### config.mk
export PLATFORM = sky130hd
export DESIGN_NAME = dir_arbiter_n
export DESIGN_NICKNAME = d
export VERILOG_FILES = /design/src/rtl/dir_arbiter_n.sv
export SDC_FILE = /design/constraint.sdc
export NUM_CORES = 1
export LEC_CHECK = 0
export BUFFER_PORTS_ARGS = -buffer_cell sky130_fd_sc_hd__buf_2
export CELL_PAD_IN_SITES_DETAIL_PLACEMENT = 1
export CELL_PAD_IN_SITES_GLOBAL_PLACEMENT = 1
export CORE_ASPECT_RATIO = 1.2
export CORE_UTILIZATION = 30
export CTS_CLUSTER_SIZE = 16
export DETAILED_ROUTE_END_ITERATION = 12
export MAX_ROUTING_LAYER = met4
export PLACE_DENSITY = 0.52
export SYNTH_ARGS = -nofsm -noshare
export SYNTH_HDL_FRONTEND = slang
export SYNTH_SLANG_ARGS = --single-unit
### constraint.sdc
create_clock -name clk -period 2.8 [get_ports clk]
set_clock_uncertainty 0.1 [all_clocks]
set_input_delay 0.56 -clock clk [delete_from_list [all_inputs] [get_ports clk]]
set_output_delay 0.56 -clock clk [all_outputs]
set_load 0.1 [all_outputs]
### src/rtl/dir_arbiter_n.sv
// Debounced, dead-time-protected one-hot direction latch for a DC motor driver; dir follows a held request DEB_CYCLES+3 edges later.
// Optional REVERSAL_COUNT_EN adds a saturating count of completed direction reversals (rev_count).
module dir_arbiter_n #(
    parameter int CH          = 2,
    parameter int DEB_CYCLES  = 3,
    parameter int DEAD_CYCLES = 4
) (
    input  logic          clk,
    input  logic          rst,
    input  logic [CH-1:0] req,
    input  logic          stop,
    output logic [CH-1:0] dir,
    output logic          busy
`ifdef REVERSAL_COUNT_EN
    ,
    output logic [15:0]   rev_count
`endif
);

    localparam int DBW = $clog2(DEB_CYCLES) + 1;
    localparam int DDW = $clog2(DEAD_CYCLES) + 1;

    typedef enum logic [1:0] {
        ST_IDLE  = 2'd0,
        ST_DRIVE = 2'd1,
        ST_DEAD  = 2'd2
    } state_e;

    logic [CH-1:0]  sync1_q;
    logic [CH-1:0]  sync2_q;
    logic [CH-1:0]  deb_q;
    logic [CH-1:0]  deb_d;
    logic [DBW-1:0] deb_cnt_q [CH];
    logic [DBW-1:0] deb_cnt_d [CH];

    state_e         state_q;
    state_e         state_d;
    logic [CH-1:0]  dir_q;
    logic [CH-1:0]  dir_d;
    logic           busy_q;
    logic           busy_d;
    logic [CH-1:0]  target_q;
    logic [CH-1:0]  target_d;
    logic [DDW-1:0] dead_cnt_q;
    logic [DDW-1:0] dead_cnt_d;
    logic [CH-1:0]  others;

    // Lowest-index set bit as a one-hot vector (all-zero if none set).
    function automatic logic [CH-1:0] lowest_set(input logic [CH-1:0] v);
        logic [CH-1:0] r;
        r = '0;
        for (int i = CH - 1; i >= 0; i--) begin
            if (v[i]) begin
                r    = '0;
                r[i] = 1'b1;
            end
        end
        return r;
    endfunction

    always_ff @(posedge clk or posedge rst) begin
        if (rst) begin
            sync1_q <= '0;
            sync2_q <= '0;
        end else begin
            sync1_q <= req;
            sync2_q <= sync1_q;
        end
    end

    // A level is accepted on the edge where the mismatch count would reach DEB_CYCLES.
    always_comb begin
        deb_d = deb_q;
        for (int i = 0; i < CH; i++) begin
            deb_cnt_d[i] = '0;
            if (sync2_q[i] != deb_q[i]) begin
                if (deb_cnt_q[i] == DBW'(DEB_CYCLES - 1)) begin
                    deb_d[i] = sync2_q[i];
                end else begin
                    deb_cnt_d[i] = deb_cnt_q[i] + DBW'(1);
                end
            end
        end
    end

    always_ff @(posedge clk or posedge rst) begin
        if (rst) begin
            deb_q <= '0;
            for (int i = 0; i < CH; i++) begin
                deb_cnt_q[i] <= '0;
            end
        end else begin
            deb_q <= deb_d;
            for (int i = 0; i < CH; i++) begin
                deb_cnt_q[i] <= deb_cnt_d[i];
            end
        end
    end

    // In DRIVE, dir_q is the one-hot of the active channel.
    assign others = deb_q & ~dir_q;

    always_comb begin
        state_d    = state_q;
        dir_d      = dir_q;
        busy_d     = busy_q;
        target_d   = target_q;
        dead_cnt_d = dead_cnt_q;
        if (stop) begin
            state_d    = ST_IDLE;
            dir_d      = '0;
            busy_d     = 1'b0;
            dead_cnt_d = '0;
        end else begin
            case (state_q)
                ST_IDLE: begin
                    dir_d  = '0;
                    busy_d = 1'b0;
                    if (|deb_q) begin
                        state_d = ST_DRIVE;
                        dir_d   = lowest_set(deb_q);
                    end
                end
                ST_DRIVE: begin
                    busy_d = 1'b0;
                    if (!(|(deb_q & dir_q)) && (|others)) begin
                        state_d    = ST_DEAD;
                        target_d   = lowest_set(others);
                        dir_d      = '0;
                        busy_d     = 1'b1;
                        dead_cnt_d = DDW'(DEAD_CYCLES);
                    end
                end
                ST_DEAD: begin
                    dir_d  = '0;
                    busy_d = 1'b1;
                    if (dead_cnt_q <= DDW'(1)) begin
                        state_d    = ST_DRIVE;
                        dir_d      = target_q;
                        busy_d     = 1'b0;
                        dead_cnt_d = '0;
                    end else begin
                        dead_cnt_d = dead_cnt_q - DDW'(1);
                    end
                end
                default: begin
                    state_d    = ST_IDLE;
                    dir_d      = '0;
                    busy_d     = 1'b0;
                    dead_cnt_d = '0;
                end
            endcase
        end
    end

    always_ff @(posedge clk or posedge rst) begin
        if (rst) begin
            state_q    <= ST_IDLE;
            dir_q      <= '0;
            busy_q     <= 1'b0;
            target_q   <= '0;
            dead_cnt_q <= '0;
        end else begin
            state_q    <= state_d;
            dir_q      <= dir_d;
            busy_q     <= busy_d;
            target_q   <= target_d;
            dead_cnt_q <= dead_cnt_d;
        end
    end

    assign dir  = dir_q;
    assign busy = busy_q;

`ifdef REVERSAL_COUNT_EN
    logic [15:0] rev_q;
    logic [15:0] rev_d;

    // Only a completed dead-time expiry counts; stop forces IDLE so it never counts.
    always_comb begin
        rev_d = rev_q;
        if (state_q == ST_DEAD && state_d == ST_DRIVE && rev_q != 16'hFFFF) begin
            rev_d = rev_q + 16'd1;
        end
    end

    always_ff @(posedge clk or posedge rst) begin
        if (rst) begin
            rev_q <= '0;
        end else begin
            rev_q <= rev_d;
        end
    end

    assign rev_count = rev_q;
`endif

endmodule
After elaboration in Yosys (flattened, before gate mapping)
Cells that the tools add are included.

storage, ports and cells
  input bits = 5
  logic and storage cells = 66
  flip-flop bits (word level) = 22
  output and inout port bits = 3

operators by class
  reduce and logical (&&, ||, !) cells = 11
  eq/ne operators = 10
  mux-type cells = 26
  bitwise gates (word level) = 4
  order comparisons = 1
  add/sub/neg operators = 3

operator list
  kind                                                  number
  two-way mux 2 bit                                     12
  two-way mux 3 bit                                     7
  case mux 2 bit (3 select lines)                       2
  inequality test 3 bit (second input constant)         3
  case mux 3 bit (3 select lines)                       1
  adder 3 x 1 -> 3 bit (second input constant)          2
  == test 3 x 2 -> 1 bit (second input constant)        2
  AND reduction 2 bit                                   3
  AND reduction 3 bit                                   2
  OR reduction 2 bit                                    3
  AND 2 bit                                             2
  <= comparator 3 x 1 -> 1 bit (second input constant)  1
  two-way mux 1 bit                                     3
  subtractor 3 x 1 -> 3 bit (second input constant)     1
  == test 2 x 1 -> 1 bit (second input constant)        1
  == test 2 bit (second input constant)                 1
  zero test 2 bit                                       1
  inequality test 1 bit                                 2
  inequality test 2 bit (second input constant)         1
  NOT 2 bit                                             1
  case mux 1 bit (2 select lines)                       1
  logical AND 1 bit                                     1
  zero test 1 bit                                       1
  NOT 1 bit                                             1

Longest topological paths before layout
  depth after elaboration = 7
  depth in mapped cells = 6
  gate-level depth less buffers = 6

Worst setup path before layout
No wires, ideal clock.

  kind = flip-flop to flip-flop
  start point = reg dir_q[0] (netlist: dir[0])
  end point = reg dead_cnt_q[1]
  setup time = 0.075 ns
  slack = 0.607 ns
  cell stages (with the launch flop) = 5
  arrival time = 2.019 ns
  clock period less this slack = 2.193 ns
  buffers on the path = 0
  cells stage by stage = dfrtp_1 > a22o_4 > o21a_4 > or4_4 > o2bb2ai_2

between the ends
  cells in the longest elaborated chain, start to end = 6
  elaborated cells on any way between the ends = 9

ends and longest elaborated chain
  element                                                       RTL line  text
  from (decl)                                                   38        logic [CH-1:0] dir_q;
  from (signal assigned)                                        165       dir_q <= dir_d;
  AND 2 bit / NOT 2 bit (equally long branches)                 126, 101
  OR reduction 2 bit / AND 2 bit (equally long branches)        126, 101
  zero test 1 bit / OR reduction 2 bit (equally long branches)  126       if (!(|(deb_q & dir_q)) && (|others)) begin
  logical AND 1 bit (*)                                         126
  inequality test 3 bit (no source line) (*)                    --
  AND reduction 2 bit (no source line) (*)                      --
  to (signal assigned)                                          168       dead_cnt_q <= dead_cnt_d;
  to (decl)                                                     44        logic [DDW-1:0] dead_cnt_q;

Every way passes the cells marked *; elsewhere a longest branch is shown, timed or not.
A chain may end at the register's enable or synchronous reset.

Worst setup path after layout
  start point = reg state_q[1]
  end point = reg state_q[1]

between the ends
  cells in the longest elaborated chain, start to end = 3
  elaborated cells on any way between the ends = 9

ends and longest elaborated chain
  element                                                                                           RTL line  text
  from (decl)                                                                                       36        state_e state_q;
  from (signal assigned)                                                                            164       state_q <= state_d;
  == test 2 bit (tied with other cells)                                                             115       case (state_q)
  inequality test 3 bit (no source line) / case mux 2 bit (3 select lines) (equally long branches)  --
  AND reduction 3 bit (no source line) / two-way mux 2 bit (equally long branches)                  --

Parallel ways exist; a longest one is shown, timed or not.

==> run summary <==
H-tree depth: 1. The total negative setup slack is 0 ns. Setup repair after global routing left no endpoint under its margin. The first global-routing pass estimated 3440 um of wire.

Subtracting the final worst setup slack from the clock period gives 2.01 ns. The clock-pin slew on the worst setup and hold paths was 0.08 ns; the horizontal die dimension was 57.3 um. The slew at the pin closest to its max-slew limit is 0.844 ns. The switching portion of total power is 0.418, and the sum of net half-perimeters after detailed placement is 1610 um. The kind of launch point of the worst setup path is a flip-flop.

For the cell area after technology mapping, the log shows 1100 um^2. The worst hold path passes through 0 cells. The tools report the number of clock sinks as 22.

Hold timing on the final database bottoms out at a slack of 0.254 ns. In this run the worst path has a maximum fanout of 4. The number of antenna violations at the first check in global routing is 0. In this run the remaining antenna-violating nets after routing total 0.

The most used routing layer in global routing is met2. 0 antenna diodes ended up in the layout. Kind of end point of the critical path: a flip-flop. The final wirelength was 2090 um.

The total via count in the routed design is 748. The cell family contributing the most delay on the critical path is simple AND/OR/NAND/NOR gates. In this run, CTS created clock tree buffers numbering 3. The checks that failed: DRC. The critical path crosses 6 cells after its start point. The number of design rule violations left after detail routing is 2. The most common cell after layout, fill and taps aside is dfrtp_1. Once the clock tree was built, the setup fixing pass inserted 0 buffers. The Yosys step of the flow raised 0 warnings.

After detailed routing, the average wire length per cell comes to 14.3 um. Number of buffers inserted by hold repair at cts: 0. The fraction of final layout cells with drive strength greater than 1 was 0.165; the synthesis-to-layout area growth was 10.1%. After synthesis, the cell types taking the most area are dfrtp_1 (50%), ha_1 (6.8%), mux2_2 (4.1%).

The tools report the initial cell density of the core as 0.322. For the met2 usage in global routing, the log shows 0.199. The analysis attributes to net switching a power of 0.000507 W. The worst relative slew slack came out at 0.436.

The run gives 0.0170 as the met3 track utilization from global routing. The worst-case IR drop observed on VDD is 0.000257 V. After global routing the overflow that remains totals 0. The later pin in the worst-skew pair is clocked with a latency of 0.26 ns. The logs give 23 for the largest net degree at the start of global routing and 0 for the number of slew-limit violations in the final report. Port buffering added 7 buffers. The worst register-to-register path has a depth of 6.

In this run, synthesis inferred 0 flip-flops with an integrated enable. For this design the top-level I/O count stands at 8. The static leakage is 0.552 nW.

Final count of negative-setup-slack endpoints: 0. Traced cell by cell, the critical path runs through inv_1, ha_1, inv_1, or4_1, and3_1, a32o_1. The logs give 0 for the number of hold-slack violations in the final timing report and 3920 um^2 for the area of the die. The part of the Yosys area used for sequential elements came out at 0.500. The post-synthesis sequential element count is 22. The worst register-to-register path has a setup slack of 0.79 ns.

The worst setup path is of the flip-flop to flip-flop kind. The flow ran to the end, but the final reports show violations. Each instance of the synthesized netlist takes up on average 11.0 um^2. The tools report the internal power consumption as 0.000706 W. Max-capacitance violation count: 0.

The number of nets in the layout was 122; the number of global-route vias before repair was 748. Clock tree synthesis selected as its root buffer the cell clkbuf_8. Among all stages on the critical path, the largest delay is contributed by or4_1. At the end of routability-driven placement, the weighted congestion stood at 0.734. The share of flip-flops with an asynchronous set or reset is 1.00. After clock tree synthesis, the repair step resized 0 gates.

In this design, the stage delay of the slowest critical-path cell is 0.45 ns. Dividing the detail-routed via count by the number of cells gives 5.12. Length of the first detailed-routing pass in iterations: 8. TritonCTS built the clock tree. Part of the cycle the worst path needs: 0.718. The total global routing track utilization came out at 0.123. For this run, the top clock speed supported by timing is 0.498 GHz. Counting both buffers and inverters, the worst setup path holds a total of 2. Class of the tightest hold or removal check: flip-flop to flip-flop.

The areal power density over the cells was 1000 nW/um^2. Main flop type after synthesis: dfrtp_1. The tools report the relative contribution of combinational cells to total power as 0.421. The largest area contributor in the netlist was dfrtp_1. The cell count after synthesis came out at 100. The top cell types in the final layout, fill and taps aside, are dfrtp_1 (22), nand2_1 (8), inv_1 (8). The region available for standard cell placement spans 3420 um^2. The logs give 111 for the number of nets produced by synthesis and 0.421 for the sequential power share. The met1 global-route usage is 0.147.

Proportion of netlist area held by the largest area contributor: 0.500. The buffer levels on the longest clock path was 2; the number of cell rows was 23. Data required time at the worst endpoint: 2.85 ns.

The logs give 9 for the violation count after the first detailed-route iteration and 386 for the number of fill cells in the layout. The netlist uses 32 different library cells. In this design, the critical path's most frequently occurring cell is inv_1. In this run the vertical extent of the chip is 68.4 um. The data arrival time of the critical path is 2.06 ns.

The clock share of power came out at 0.158.
## routing by layer
layer  vias to the layer above  wire (um)  share of wire
met3                         4         35          0.017
met4                         0         35          0.017
met2                         6       1020           0.49
met5                         -          0              0
li1                        367          -              -
met1                       371        992           0.48
## flip-flops by register name (all words and copies together) (netlist names)
signal and count:
dir 2, deb_q 2, busy 1, sync1_q 2, state_q 2, deb_cnt_q 6, target_q 2, dead_cnt_q 3
sync2_q 2
## path summary, 6_finish.rpt
path / to / from
max: state_q[1]$_DFFE_PP0P_ / state_q[1]$_DFFE_PP0P_
min: sync2_q[0]$_DFF_PP0_ / sync1_q[0]$_DFF_PP0_
max reg2reg: state_q[1]$_DFFE_PP0P_ / state_q[1]$_DFFE_PP0P_
min reg2reg: sync2_q[0]$_DFF_PP0_ / sync1_q[0]$_DFF_PP0_
max in group asynchronous: sync2_q[0]$_DFF_PP0_ / rst
min in group asynchronous: deb_cnt_q[2]$_DFF_PP0_ / rst
## layout make-up
| class | instances | area [um^2] | area share |
|---|---|---|---|
| clock buffers | 3 | 41.3 | 0.0341 |
| inverters | 8 | 30.0 | 0.0248 |
| multi-input cells | 69 | 509 | 0.420 |
| flip-flops and latches | 22 | 551 | 0.454 |
| well taps | 37 | 46.3 | 0.0382 |
| repair buffers | 7 | 35.0 | 0.0289 |
## kinds of logic (layout without fill, tap and decap cells)
group	after synthesis	after routing	share of synthesized area
AND/OR/NAND/NOR	30	30	0.139
AO/OA/AOI/OAI	23	23	0.162
flip-flops	22	22	0.500
buffers and inverters	9	18	0.0375
adder cells (fa/ha/maj)	6	6	0.0682
multiplexers	6	6	0.0614
XOR/XNOR	4	4	0.0318
## stage by stage
| step | instance area [um^2] | std cells | setup slack (ns) | util | power [W] |
|---|---|---|---|---|---|
| after floorplan | 1100 | 100 | 0.607 | - | 0.000933 |
| after global placement | 1170 | 143 | 0.791 | 0.342 | 0.00103 |
| after detailed placement | 1170 | 143 | 0.789 | 0.342 | 0.00104 |
| after CTS | 1210 | 146 | 0.780 | 0.354 | 0.00123 |
| after global routing | 1210 | 146 | 0.666 | 0.354 | 0.00130 |
| final | 1210 | 146 | 0.790 | 0.354 | 0.00121 |
## synth_stat cells, types with 2 or more instances
library cell  number
inv_1              8
mux2_1             2
o21ai_0            3
nor3_1             2
dfrtp_1           22
ha_1               6
xor2_1             2
xnor2_1            2
nor2_1             7
a21oi_1            4
nor2b_1            7
nand3_1            2
nand2_1            8
o21ai_1            3
mux2_2             4
a31oi_1            2
## power groups by stage
stage / registers (W) / clock network [W] / logic, W
3_5_place_dp: 0.000522 / 0 / 0.000515
6_report: 0.000511 / 0.000192 / 0.000510
3_3_place_gp: 0.000515 / 0 / 0.000513
2_1_floorplan: 0.000583 / 0 / 0.000349
4_1_cts: 0.000514 / 0.000199 / 0.000517
5_1_grt: 0.000528 / 0.000205 / 0.000563
No activity file was read; power rests on OpenSTA's default activity.
